--- config.mk ---
export PLATFORM = sky130hd
export DESIGN_NAME = register_8bit
export DESIGN_NICKNAME = d
export VERILOG_FILES = /design/src/rtl/register_8bit.sv
export SDC_FILE = /design/constraint.sdc
export NUM_CORES = 1
export LEC_CHECK = 0
export BUFFER_PORTS_ARGS = -buffer_cell sky130_fd_sc_hd__clkbuf_2
export CAP_MARGIN = 25
export CORE_AREA = 2 2 39 41
export CTS_CLUSTER_SIZE = 30
export DETAILED_ROUTE_END_ITERATION = 6
export DIE_AREA = 0 0 41 43
export GPL_ROUTABILITY_DRIVEN = 0
export PLACE_DENSITY = 0.49
export SYNTH_ARGS = -nofsm -noshare
export SYNTH_HDL_FRONTEND = slang
export SYNTH_SLANG_ARGS = --single-unit
--- constraint.sdc ---
create_clock -name clk -period 0.8 [get_ports clk]
set_clock_uncertainty 0.05 [all_clocks]
set_input_delay 0.12 -clock clk [delete_from_list [all_inputs] [get_ports clk]]
set_output_delay 0.12 -clock clk [all_outputs]
set_load 0.005 [all_outputs]
--- src/rtl/register_8bit.sv ---
// Parallel-load register: captures D on every rising edge, synchronous active-high reset.
// Define REGISTER_8BIT_PARITY_EN to add a registered even-parity output q_parity.
module register_8bit #(
   parameter int unsigned           WIDTH       = 8,
   parameter logic [WIDTH-1:0]      RESET_VALUE = '0
) (
   input  logic             clk,
   input  logic             reset,
   input  logic [WIDTH-1:0] D,
`ifdef REGISTER_8BIT_PARITY_EN
   output logic [WIDTH-1:0] Q,
   output logic             q_parity
`else
   output logic [WIDTH-1:0] Q
`endif
);

   always_ff @(posedge clk) begin
      if (reset) begin
         Q <= RESET_VALUE;
      end else begin
         Q <= D;
      end
   end

`ifdef REGISTER_8BIT_PARITY_EN
   // Parity is computed from the loaded value so it always tracks ^Q after an edge.
   always_ff @(posedge clk) begin
      if (reset) begin
         q_parity <= ^RESET_VALUE;
      end else begin
         q_parity <= ^D;
      end
   end
`endif

endmodule

* After elaboration in Yosys (flattened, before gate mapping)
Cells that the tools add are included.
** Word-level totals
- Register bits after elaboration :: 8
- Latch bits :: 0
- Bits in writable memories :: 0
- Memory bits (read-only) :: 0
- Input port bits :: 10
- Output and inout port bits :: 8
- Word-level logic and storage cells :: 1
- Memories kept :: 0
** Cells by class
- Add/subtract/negate cells :: 0
- Multipliers :: 0
- Div/mod/pow operators :: 0
- $lt $le $gt $ge :: 0
- Equality and inequality tests :: 0
- Shift operators :: 0
- Mux-type cells :: 0
- Bitwise gates (word level) :: 0
- Reduce and logical (&&, ||, !) cells :: 0

* Longest topological paths before layout
- Depth in word-level cells :: 0
- Depth in mapped cells :: 1
- Depth with buffers taken out :: 1

* Least setup slack after synthesis
Ideal clock, no wire load.
- Kind :: reg-to-output
- Start point :: register Q[0]
- End point :: output Q[0]
- Data arrival time :: 0.298 ns
- Required time :: 0.630 ns
- Setup slack :: 0.332 ns
- Cell stages (with the launch flop) :: 1
- Path buffers :: 0
- Cell sequence :: dfxtp_1
** RTL lines
- start: declaration :: RTL line 14 : output logic [WIDTH-1:0] Q
- start signal: assignment :: RTL line 20 : Q <= RESET_VALUE;
- start signal: assignment :: RTL line 22 : Q <= D;
No word-level cell between the ends.

* Worst setup path after layout
- Start point :: register Q[1]
- End point :: output Q[1]
No word-level cell between the ends.

==> impl_metrics.json <==
{
  "status": "finished, violations left",
  "violations": "negative setup slack",
  "end_kind": "primary output",
  "netlist_instances": 16,
  "synthFlopType": "dfxtp_1",
  "power_density_mw_per_mm2": 2280,
  "grt_pass1_vias": 178,
  "largestRegisters": "Q x8",
  "slew_headroom_pct": 89.7,
  "nets": 48,
  "ys_types": 2,
  "post-place-cells": 49,
  "synth.largest_area_cell": "dfxtp_1",
  "placed_area_um2": 315,
  "avgSynthCellArea_um2": 13.1,
  "ir_worst_vdd_mv": 0.517,
  "finalCriticalPeriod_ns": 0.831,
  "crit_family": "flip-flops",
  "post_cts.repair.setup_buffers": 0,
  "cp.arrival_ns": 0.66,
  "crit_buf_inv": 1,
  "vias_per_cell": 3.29,
  "yosys.area.top_type_share_pct": 76.2,
  "hold_buffers": 0,
  "whs_ns": 0.0274,
  "worstMarginPinSlew_ns": 0.155,
  "area_growth_pct": 64.9,
  "drt_iter0_markers": 0,
  "firstDrtPassIters": 1,
  "cellLeakagePower_uw": 0.000174,
  "setup_viol_count_final": 8,
  "synth-seq-cells": 8,
  "setup_slack_ns": -0.0305,
  "antenna_found_initial": 0,
  "drv_cap": 0,
  "synth_common_cells": "dfxtp_1, nor2b_1",
  "cts_made_buffers": 3,
  "drtAntennaViolNets": 0,
  "grt_max_degree": 9,
  "start_util_pct": 15.2,
  "slowest_stage": "dfxtp_1",
  "portBuffers": 17,
  "wl_per_cell_um": 8.81,
  "remaining_drc_errors": 0,
  "track_usage_pct": 6.74,
  "yosys_warnings": 0,
  "hold_viol": 0,
  "drive_above_1_share_pct": 61.1,
  "grt-ovfl-total": 0,
  "rsz0062_at_grt": "yes",
  "start_kind": "flop",
  "max_flop_register": "Q",
  "dieArea_mm2": 0.00176,
  "fillers": 160,
  "path_clk_slew_ns": 0.05,
  "cts.htree.levels": 1,
  "die_w_um": 41,
  "clock-sinks": 8,
  "synth_edf_count": 0,
  "cts_tree": "built",
  "worstPathRequired_ns": 0.63,
  "register_area_um2": 163,
  "pre_cts_ws_ns": 0.232,
  "period_share_pct": 104,
  "design_area_um2": 347,
  "io_pins": 18,
  "vias": 171,
  "critPathMaxStageDelay_ns": 0.31,
  "die-height_um": 43,
  "synth.net_count": 26,
  "postSynth.asyncResetShare_pct": 0,
  "grt_pass1_wl_um": 717,
  "hold_path.class": "primary input to flop",
  "largest_reg_flops": 8,
  "core_region_area_mm2": 0.00138,
  "cts-root-buf": "clkbuf_4",
  "path_class": "flop to primary output",
  "totalWireLength_um": 458,
  "multiInputGateArea_um2": 50.0,
  "antenna_cells": 0,
  "worst-path-max-fanout": 1,
  "fmax_mhz": 1200,
  "synth_area_um2": 210,
  "fin_cells": 52,
  "maxSlewViolCount": 0,
  "clockBufferDepth": 2,
  "seq_area_frac_synth_pct": 76.2,
  "synthTopCellsByArea": "dfxtp_1, nor2b_1",
  "fp-row-count": 14,
  "path_cells": "clkbuf_2"
}
-- cell families after synthesis --
family,count (synthesis),synth area share [%]
flops,8,76.2
simple gates,8,23.8
-- layer usage --
metal / GRT usage (%) / share of wire (%) / up-vias
li1: - / - / 89
met1: 8.74 / 44 / 64
met2: 5.94 / 32 / 18
met3: 6.28 / 24 / 0
met4: 6.00 / 0 / 0
met5: 0 / 0 / -
-- power breakdown --
part | switching [uW] | total [uW] | internal [uW]
Clock | 126 | 297 | 171
Sequential | 5.51 | 427 | 421
Combinational | 23.2 | 64.8 | 41.5
-- final timing paths --
check | from | to | slack [ns] | depth (start not counted)
hold / removal | D[1] | Q[1]$_SDFF_PP0_ | 0.03 | 2
setup / recovery | Q[1]$_SDFF_PP0_ | Q[1] | -0.03 | 1
-- what timing repair did --
action,4_1_cts,5_1_grt
endpoints found under the setup margin,8,8
resized for setup,0,8
pin swaps,0,0
-- area by class of cell --
| type | instances | area share [%] |
|---|---|---|
| tap | 16 | 5.78 |
| timing repair buffer | 17 | 26.4 |
| sequential | 8 | 46.9 |
| multi-input combinational | 8 | 14.4 |
| clock buffer | 3 | 6.50 |
-- stage by stage --
stage / total power (uW) / util [%] / setup TNS [ns]
5_1_grt: 851 / 25.0 / -0.514
4_1_cts: 805 / 24.4 / -0.294
3_5_place_dp: 497 / 22.8 / 0
2_1_floorplan: 450 / - / 0
6_report: 789 / 25.0 / -0.186
3_3_place_gp: 498 / 22.8 / 0
-- layout by cell type, fill, tap and decap left out, drive strengths merged --
cell / instances
clkbuf: 15
buf: 5
dfxtp: 8
nor2b: 8
Power figures use the tool's default switching activity.
